`src/rtl/sram_bus_arbiter.sv`:
```
// rtl/sram_bus_arbiter.sv - two-master (inst/data) to one-slave sram-like arbiter with in-order response routing
module sram_bus_arbiter #(
    parameter int MAX_OUTSTANDING = 2,
    parameter int STARVE_LIMIT    = 4
) (
    input  logic        clk,
    input  logic        rst,
    input  logic        inst_req,
    input  logic        inst_wr,
    input  logic [1:0]  inst_size,
    input  logic [31:0] inst_addr,
    input  logic [3:0]  inst_wstrb,
    input  logic [31:0] inst_wdata,
    output logic        inst_addr_ok,
    output logic        inst_data_ok,
    output logic [31:0] inst_rdata,
    input  logic        data_req,
    input  logic        data_wr,
    input  logic [1:0]  data_size,
    input  logic [31:0] data_addr,
    input  logic [3:0]  data_wstrb,
    input  logic [31:0] data_wdata,
    output logic        data_addr_ok,
    output logic        data_data_ok,
    output logic [31:0] data_rdata,
    output logic        bus_req,
    output logic        bus_wr,
    output logic [1:0]  bus_size,
    output logic [31:0] bus_addr,
    output logic [3:0]  bus_wstrb,
    output logic [31:0] bus_wdata,
    input  logic        bus_addr_ok,
    input  logic        bus_data_ok,
    input  logic [31:0] bus_rdata,
    output logic        busy,
    output logic        err_orphan
);
    localparam int CW = $clog2(MAX_OUTSTANDING + 1);
    localparam int PW = (MAX_OUTSTANDING > 1) ? $clog2(MAX_OUTSTANDING) : 1;
    localparam int SW = $clog2(STARVE_LIMIT + 1);
    localparam logic [CW-1:0] CNT_MAX    = CW'(MAX_OUTSTANDING);
    localparam logic [PW-1:0] PTR_LAST   = PW'(MAX_OUTSTANDING - 1);
    localparam logic [SW-1:0] STARVE_MAX = SW'(STARVE_LIMIT);
    localparam logic ID_INST = 1'b0;
    localparam logic ID_DATA = 1'b1;

    logic [MAX_OUTSTANDING-1:0] fifo_q, fifo_d;
    logic [PW-1:0] wr_ptr_q, wr_ptr_d, rd_ptr_q, rd_ptr_d;
    logic [CW-1:0] count_q, count_d;
    logic          lock_valid_q, lock_valid_d, lock_id_q, lock_id_d;
    logic [SW-1:0] starve_cnt_q, starve_cnt_d;
    logic          err_orphan_q, err_orphan_d;

    logic full, empty, grant, grant_req, push, pop, head;

    // Grant, slave mux and response routing: all zero-latency paths.
    always_comb begin
        full  = (count_q == CNT_MAX);
        empty = (count_q == '0);
        if (lock_valid_q)
            grant = lock_id_q;
        else if (inst_req && starve_cnt_q == STARVE_MAX)
            grant = ID_INST;
        else if (!data_req)
            grant = ID_INST;
        else
            grant = ID_DATA;
        grant_req = (grant == ID_DATA) ? data_req : inst_req;
        head      = fifo_q[rd_ptr_q];

        bus_req   = !rst && grant_req && !full;
        push      = bus_req && bus_addr_ok;
        pop       = !rst && bus_data_ok && !empty;

        bus_wr    = !rst && ((grant == ID_DATA) ? data_wr : inst_wr);
        bus_size  = rst ? 2'b0  : ((grant == ID_DATA) ? data_size  : inst_size);
        bus_addr  = rst ? 32'b0 : ((grant == ID_DATA) ? data_addr  : inst_addr);
        bus_wstrb = rst ? 4'b0  : ((grant == ID_DATA) ? data_wstrb : inst_wstrb);
        bus_wdata = rst ? 32'b0 : ((grant == ID_DATA) ? data_wdata : inst_wdata);

        inst_addr_ok = push && (grant == ID_INST);
        data_addr_ok = push && (grant == ID_DATA);
        inst_data_ok = pop && (head == ID_INST);
        data_data_ok = pop && (head == ID_DATA);
        inst_rdata   = rst ? 32'b0 : bus_rdata;
        data_rdata   = rst ? 32'b0 : bus_rdata;
        busy         = !rst && !empty;
        err_orphan   = !rst && err_orphan_q;
    end

    always_comb begin
        fifo_d       = fifo_q;
        wr_ptr_d     = wr_ptr_q;
        rd_ptr_d     = rd_ptr_q;
        count_d      = count_q;
        starve_cnt_d = starve_cnt_q;
        if (push) begin
            fifo_d[wr_ptr_q] = grant;
            wr_ptr_d = (wr_ptr_q == PTR_LAST) ? '0 : wr_ptr_q + 1'b1;
        end
        if (pop)
            rd_ptr_d = (rd_ptr_q == PTR_LAST) ? '0 : rd_ptr_q + 1'b1;
        case ({push, pop})
            2'b10:   count_d = count_q + 1'b1;
            2'b01:   count_d = count_q - 1'b1;
            default: count_d = count_q;
        endcase
        // A presented-but-unaccepted request pins the grant; a dropped req releases it.
        lock_valid_d = bus_req && !bus_addr_ok;
        lock_id_d    = grant;
        if (!inst_req || (push && grant == ID_INST))
            starve_cnt_d = '0;
        else if (push && grant == ID_DATA && starve_cnt_q != STARVE_MAX)
            starve_cnt_d = starve_cnt_q + 1'b1;
        err_orphan_d = err_orphan_q || (bus_data_ok && empty);
    end

    always_ff @(posedge clk) begin
        if (rst) begin
            fifo_q       <= '0;
            wr_ptr_q     <= '0;
            rd_ptr_q     <= '0;
            count_q      <= '0;
            lock_valid_q <= 1'b0;
            lock_id_q    <= 1'b0;
            starve_cnt_q <= '0;
            err_orphan_q <= 1'b0;
        end else begin
            fifo_q       <= fifo_d;
            wr_ptr_q     <= wr_ptr_d;
            rd_ptr_q     <= rd_ptr_d;
            count_q      <= count_d;
            lock_valid_q <= lock_valid_d;
            lock_id_q    <= lock_id_d;
            starve_cnt_q <= starve_cnt_d;
            err_orphan_q <= err_orphan_d;
        end
    end
endmodule

```
`config.mk`:
```
export PLATFORM = sky130hd
export DESIGN_NAME = sram_bus_arbiter
export DESIGN_NICKNAME = d
export VERILOG_FILES = /design/src/rtl/sram_bus_arbiter.sv
export SDC_FILE = /design/constraint.sdc
export NUM_CORES = 1
export LEC_CHECK = 0
export ABC_AREA = 1
export CAP_MARGIN = 15
export CORE_AREA = 3 3 124 126
export CTS_BUF_LIST = sky130_fd_sc_hd__clkbuf_8
export DETAILED_ROUTE_END_ITERATION = 6
export DIE_AREA = 0 0 127 129
export PLACE_DENSITY = 0.53
export SYNTH_ARGS = -nofsm -noshare
export SYNTH_HDL_FRONTEND = slang
export SYNTH_SLANG_ARGS = --single-unit
```
`constraint.sdc`:
```
create_clock -name clk -period 2 [get_ports clk]
set_input_delay 0.2 -clock clk [delete_from_list [all_inputs] [get_ports clk]]
set_output_delay 0.2 -clock clk [all_outputs]
set_load 0.1 [all_outputs]
```
==> impl_metrics.tcl, run 1 <==
set metrics [dict create \
    outcome "completed" \
    dr_total_vias 3893 \
    switching_share_pct 55.7 \
    numCtsBuffers 3 \
    fin_nets 914 \
    grt_most_used_layer "met2" \
    gp_congestion 0.808 \
    grt_antenna_before_repair 0 \
    crit_type "flop to primary output" \
    grt_pass1_vias 4048 \
    detailed_place_hpwl_mm 11.5 \
    pwr-share-clk_pct 6.3 \
    grt_util_met2_pct 32.1 \
    pwr-share-seq_pct 6.3 \
    antenna_cells 0 \
    drc 0 \
    setup_tns_ns 0 \
    tightest_slew_ns 0.754 \
    grt_max_degree 45 \
    worstPathArrival_ns 1.79 \
    yosys_register_bits 12 \
    grt_pass1_wl_mm 21.1 \
    p_sw_mw 2.33 \
    drt_wl_total_mm 14.6 \
    rsz0062_at_grt "true" \
    maxSlewViolCount 0 \
    htreeDepth 1 \
    yosysSeqAreaShare_pct 10.8 \
    grtUsageTotal_pct 16.0 \
    numClockSinks 12 \
    grt.met1_usage_pct 17.1 \
    final_hold_viol_count 0 \
    ioPinCount 322 \
    period_share_pct 99.5 \
    fin_skew_ns 0.00486 \
    portBuffers 321 \
    multiInputGateArea_um2 2720 \
    cts_buffer_depth 2 \
    yosysUniqueCellTypes 29 \
    path_clk_slew_ns 0.05 \
    intPower_mw 1.86 \
    synth_cells 429 \
    start_util_pct 15.4 \
    finalCriticalPeriod_ns 1.99 \
    setup_violations 0 \
    end_kind "primary output" \
    die_area_um2 16400 \
    die_w_um 127 \
    peakVddDrop_uv 236 \
    hold_path.class "primary input to flop" \
    maxSlewHeadroom_pct 49.7 \
    overflow 0 \
    core-area_um2 14400 \
    numPlacedInstances 897 \
    clock.fmax_mhz 502 \
    drive_gt1_share_pct 58.9 \
    crit_fanout 5 \
    fp.dieH_um 129 \
    cts_tree "done" \
    maxCapViolations 0 \
    combPwrFrac_pct 87.4 \
    synth_area_per_cell_um2 5.19 \
    syn-num-nets 612 \
    fillers 1184 \
    ant_nets 0 \
    leakage_nw 3.38 \
    rows 44 \
    yosysWarningCount 0 \
    area_delta_synth_final_pct 288 \
    syn-cell-area_um2 2220 \
    drtIter0Drc 70 \
    seq_area_um2 243 \
    layoutNonFillerInstCount 914 \
    dr.pass1.iters 4 \
    start_kind "flop" \
    worst_ep_required_time_ns 1.80 \
    root_buffer "clkbuf_8" \
    clock_latency_ns 0.24 \
    avgViaCountPerCell 4.26 \
    grt_util_met3_pct 3.36 \
    power_density_nw_per_um2 484 \
    wl_per_cell_um 16.0 \
]
==> power groups by stage <==
stage / sequential, mW / combinational (mW) / clock [mW]
2_1_floorplan: 0.265 / 2.01 / 0
3_3_place_gp: 0.266 / 3.29 / 0
3_5_place_dp: 0.267 / 3.31 / 0
4_1_cts: 0.262 / 3.52 / 0.270
5_1_grt: 0.264 / 3.78 / 0.286
6_report: 0.263 / 3.66 / 0.264
==> placed cells by master, fill, tap and decap left out, types with 4 or more instances in the layout <==
cell / synthesis / final
nor2_4: 2 / 118
buf_6: 8 / 4
o21ai_4: 0 / 9
dfxtp_1: 12 / 10
buf_4: 32 / 13
clkdlybuf4s50_1: 0 / 177
clkbuf_8: 0 / 4
nand2_1: 13 / 12
nor2_2: 9 / 46
o21ai_0: 77 / 6
o21ai_2: 1 / 56
clkbuf_16: 0 / 5
nor2_1: 183 / 30
a21oi_1: 6 / 6
buf_12: 0 / 148
inv_1: 44 / 42
inv_2: 1 / 4
buf_16: 0 / 4
o21ai_1: 1 / 8
==> critical path, stage by stage, from the launching register on <==
cell       delay [ns]
dfxtp_2          0.32
inv_2            0.06
ha_4             0.15
nand3_4          0.07
nand2_4          0.10
nand2_8          0.09
clkbuf_16        0.19
buf_8            0.13
o21ai_1          0.20
nor2_4           0.06
buf_12           0.17
==> worst paths after layout <==
kind / startpoint / end / slack (ns) / depth (start not counted)
max: starve_cnt_q[1] / bus_wdata[22] / 0.009 / 10
min: rst / count_q[1] / 0.31 / 4
min reg2reg: err_orphan_q / err_orphan_q / 0.46 / 2
max reg2reg: starve_cnt_q[0] / count_q[1] / 0.20 / 13
==> final cells by class <==
cell class                      instances  area share (%)
Inverter                               47            2.19
Multi-Input combinational cell        310            31.4
Tap cell                              184            2.66
Clock buffer                            4           0.637
Timing Repair Buffer                  357            60.3
Sequential cell                        12            2.81
==> flip-flops by register name (all words and copies together), names as in the netlist <==
name          flops
wr_ptr_q          1
count_q           2
rd_ptr_q          1
fifo_q            2
starve_cnt_q      3
lock_valid_q      1
err_orphan_q      1
lock_id_q         1
==> through the flow <==
| stage | power (mW) | hold slack, ns | cell area [um^2] | util [%] | setup WS, ns |
|---|---|---|---|---|---|
| global route | 4.33 | 0.349 | 8640 | 59.9 | -0.0690 |
| CTS | 4.06 | 0.305 | 8130 | 56.3 | -0.0517 |
| global placement | 3.56 | 0.446 | 7590 | 52.6 | -0.0695 |
| detailed placement | 3.58 | 0.459 | 7590 | 52.6 | -0.103 |
| finish | 4.19 | 0.306 | 8640 | 59.9 | 0.00945 |
| floorplan | 2.27 | 0.272 | 2950 | - | -0.393 |
==> cells in the mapped netlist (all sizes together) <==
cell | number | area (um^2)
clkbuf | 14 | 52.6
nor2 | 194 | 766
buf | 46 | 357
clkinv | 2 | 8.75
nand4 | 1 | 6.26
o21ai | 79 | 399
ha | 3 | 37.5
xor2 | 1 | 8.76
nand3b | 1 | 7.51
a21oi | 7 | 38.8
or2 | 2 | 15.0
nand3 | 7 | 57.6
nand2 | 15 | 61.3
dfxtp | 12 | 240
inv | 45 | 169
==> logic make-up (layout without fill, tap and decap cells) <==
| kind of cell | after synthesis | count (layout) | share of synthesized area (%) |
|---|---|---|---|
| and+or+nand+nor | 220 | 220 | 41.1 |
| buffers and inverters | 107 | 408 | 26.4 |
| AOI/OAI and AO/OA | 86 | 86 | 19.7 |
| DFF | 12 | 12 | 10.8 |
| adders and majority gates | 3 | 3 | 1.69 |
| xor gates and xnor gates | 1 | 1 | 0.394 |
==> routing by layer <==
layer  up-vias  wire length (um)
li1       1903                 -
met1      1781              4890
met2       191              8330
met3        18              1190
met4         0               229
met5         -                 0
==> what timing repair did <==
item	4_1_cts	5_1_grt
hold buffers	0	0
cloned	6	5
gates resized for setup	159	97
setup buffers	2	2
hold endpoints to repair	0	0
pin swaps	32	28
endpoints found under the setup margin	73	73
Power figures use the tool's default switching activity.
==> run 2: changes to the inputs <==
--- a/config.mk
+++ b/config.mk
@@ -15,3 +15,4 @@
 export SYNTH_ARGS = -nofsm -noshare
 export SYNTH_HDL_FRONTEND = slang
 export SYNTH_SLANG_ARGS = --single-unit
+export TNS_END_PERCENT = 20
==> impl_metrics.tcl, run 2 (synthesis gave the netlist of run 1 again) <==
set metrics [dict create \
    outcome "complete, but fails checks" \
    violations "negative setup slack" \
    start_util_pct 15.4 \
    die_area_um2 16400 \
    wl_per_cell_um 16.4 \
    power_mw 3.91 \
    fp.dieH_um 129 \
    htreeDepth 1 \
    area_delta_synth_final_pct 249 \
    core-area_um2 14400 \
    drtIter0Drc 70 \
    fin_nets 902 \
    setup_tns_ns -0.182 \
    rsz0062_at_grt "true" \
    maxSlewViolCount 0 \
    combPwrFrac_pct 86.6 \
    pwr-share-clk_pct 6.7 \
    cp_slowest_cell "dfxtp_2" \
    dr.pass1.iters 4 \
    setup_violations 20 \
    crit_fanout 7 \
    gp_congestion 0.812 \
    path_cells "inv_2, ha_4, nand3_2, nand2_2, nand2_4, buf_12, buf_16, o21ai_1, nor2_4, buf_12" \
    route.met2.wl_mm 8.16 \
    wl_met3_mm 1.34 \
    cp_top_family "buffers and inverters" \
    largest_reg_flops 3 \
    cp_num_buf_inv 4 \
    tightest_slew_ns 0.691 \
    mostFrequentLayoutCells "178 x clkdlybuf4s50_1, 149 x buf_12, 95 x nor2_2" \
    rows 44 \
    path_clk_slew_ns 0.06 \
    dr_total_vias 3793 \
    detailed_place_hpwl_mm 11.8 \
    fillers 1319 \
    die_w_um 127 \
    grt_max_degree 41 \
    start_kind "flop" \
    overflow 0 \
    grt_pass1_vias 4055 \
    hold_path.class "primary input to flop" \
    maxCapViolations 0 \
    met1_length_mm 5.16 \
    drc 0 \
    intPower_mw 1.72 \
    crit_top_cell "buf_12" \
    antenna_cells 0 \
    ioPinCount 322 \
    pwr-share-seq_pct 6.7 \
    hold_buffers 0 \
    finalWorstSetupSlack_ns -0.0280 \
    clock_latency_ns 0.24 \
    multiInputGateArea_um2 2040 \
    fin_skew_ns 0.00283 \
    drive_gt1_share_pct 46.8 \
    maxSlewHeadroom_pct 54.0 \
    reg_top3 "starve_cnt_q x3, count_q x2, fifo_q x2" \
    cts_buffer_depth 2 \
    numCtsBuffers 3 \
    grt_pass1_wl_mm 21.6 \
    grt_antenna_before_repair 0 \
    worst_ep_required_time_ns 1.80 \
    peakVddDrop_uv 233 \
    cts_tree "done" \
    root_buffer "clkbuf_8" \
    numClockSinks 12 \
    leakage_nw 3.15 \
    power_density_nw_per_um2 504 \
    seq_area_um2 243 \
    drt_wl_total_mm 14.8 \
    switching_share_pct 56.0 \
    final_common_cell "clkdlybuf4s50_1" \
    portBuffers 321 \
    final_hold_viol_count 0 \
    clock.fmax_mhz 493 \
    regMostFlops "starve_cnt_q" \
    p_sw_mw 2.19 \
    period_share_pct 101 \
    end_kind "primary output" \
    slowest_delay_ns 0.33 \
    worstPathArrival_ns 1.83 \
    ant_nets 0 \
    grtUsageTotal_pct 16.6 \
    crit_type "flop to primary output" \
    finalCriticalPeriod_ns 2.03 \
    topRoutingLayerUsed "met4" \
    avgViaCountPerCell 4.21 \
]
[run 2: timing repair]
item                                    in CTS  in global routing
endpoints found under the setup margin      73                 74
resized for setup                           90                 30
setup buffers                                7                  1
gates cloned                                 6                  1
pin swaps                                   11                 19
[run 2: worst paths after layout]
kind                    from      endpoint  slack [ns]  cells past startpoint
max          starve_cnt_q[0]  bus_wdata[3]       -0.03                     10
min                      rst  lock_valid_q        0.41                      6
max reg2reg  starve_cnt_q[0]    count_q[1]        0.19                     13
min reg2reg     err_orphan_q  err_orphan_q        0.46                      2
[run 2: layer usage]
| layer | GRT usage [%] | up-vias |
|---|---|---|
| li1 | - | 1872 |
| met1 | 17.5 | 1706 |
| met2 | 33.5 | 205 |
| met3 | 4.32 | 10 |
| met4 | 2.40 | 0 |
| met5 | 0 | - |
[run 2: power by group through the flow]
stage / clock, mW / sequential, mW / combinational [mW]
after floorplan: 0 / 0.265 / 1.91
after global placement: 0 / 0.267 / 3.19
after detailed placement: 0 / 0.267 / 3.21
after CTS: 0.268 / 0.262 / 3.39
after global routing: 0.281 / 0.264 / 3.50
final: 0.262 / 0.262 / 3.38
[run 2: per-stage QoR]
step / area, um^2 / instances / util [%] / setup slack [ns] / hold slack, ns
finish: 7760 / 902 / 53.8 / -0.0280 / 0.407
CTS: 7710 / 902 / 53.5 / -0.0841 / 0.404
global route: 7760 / 902 / 53.8 / -0.128 / 0.447
floorplan: 2610 / 429 / - / -0.393 / 0.272
global placement: 7190 / 885 / 49.8 / -0.0365 / 0.446
detailed placement: 7190 / 885 / 49.8 / -0.0423 / 0.461
[run 2: area by class of cell]
class,count,area share (%)
sequential,12,3.13
multi-input combinational,310,26.3
tap,184,2.97
inverter,47,2.44
timing repair buffer,345,64.4
clock buffer,4,0.710
[run 2: worst reg2reg max path: stages (launching register included)]
cell and delay (ns):
dfxtp_2 0.34, inv_2 0.05, ha_4 0.16, nand3_2 0.07, nand2_2 0.07, buf_4 0.14, nand3_2 0.08, nand3_4 0.07
ha_1 0.28, inv_1 0.08, nand2_1 0.07, nor2_2 0.10, o21ai_0 0.09, a21oi_1 0.15
==> run 3: changes to the inputs <==
--- a/config.mk
+++ b/config.mk
@@ -6,12 +6,13 @@
 export NUM_CORES = 1
 export LEC_CHECK = 0
 export ABC_AREA = 1
-export CAP_MARGIN = 15
+export CAP_MARGIN = 20
 export CORE_AREA = 3 3 124 126
 export CTS_BUF_LIST = sky130_fd_sc_hd__clkbuf_8
 export DETAILED_ROUTE_END_ITERATION = 6
 export DIE_AREA = 0 0 127 129
 export PLACE_DENSITY = 0.53
+export SLEW_MARGIN = 0
 export SYNTH_ARGS = -nofsm -noshare
 export SYNTH_HDL_FRONTEND = slang
 export SYNTH_SLANG_ARGS = --single-unit
==> results of run 3 <==
Same layout as run 2: the final DEF is identical, and so are final timing and power.
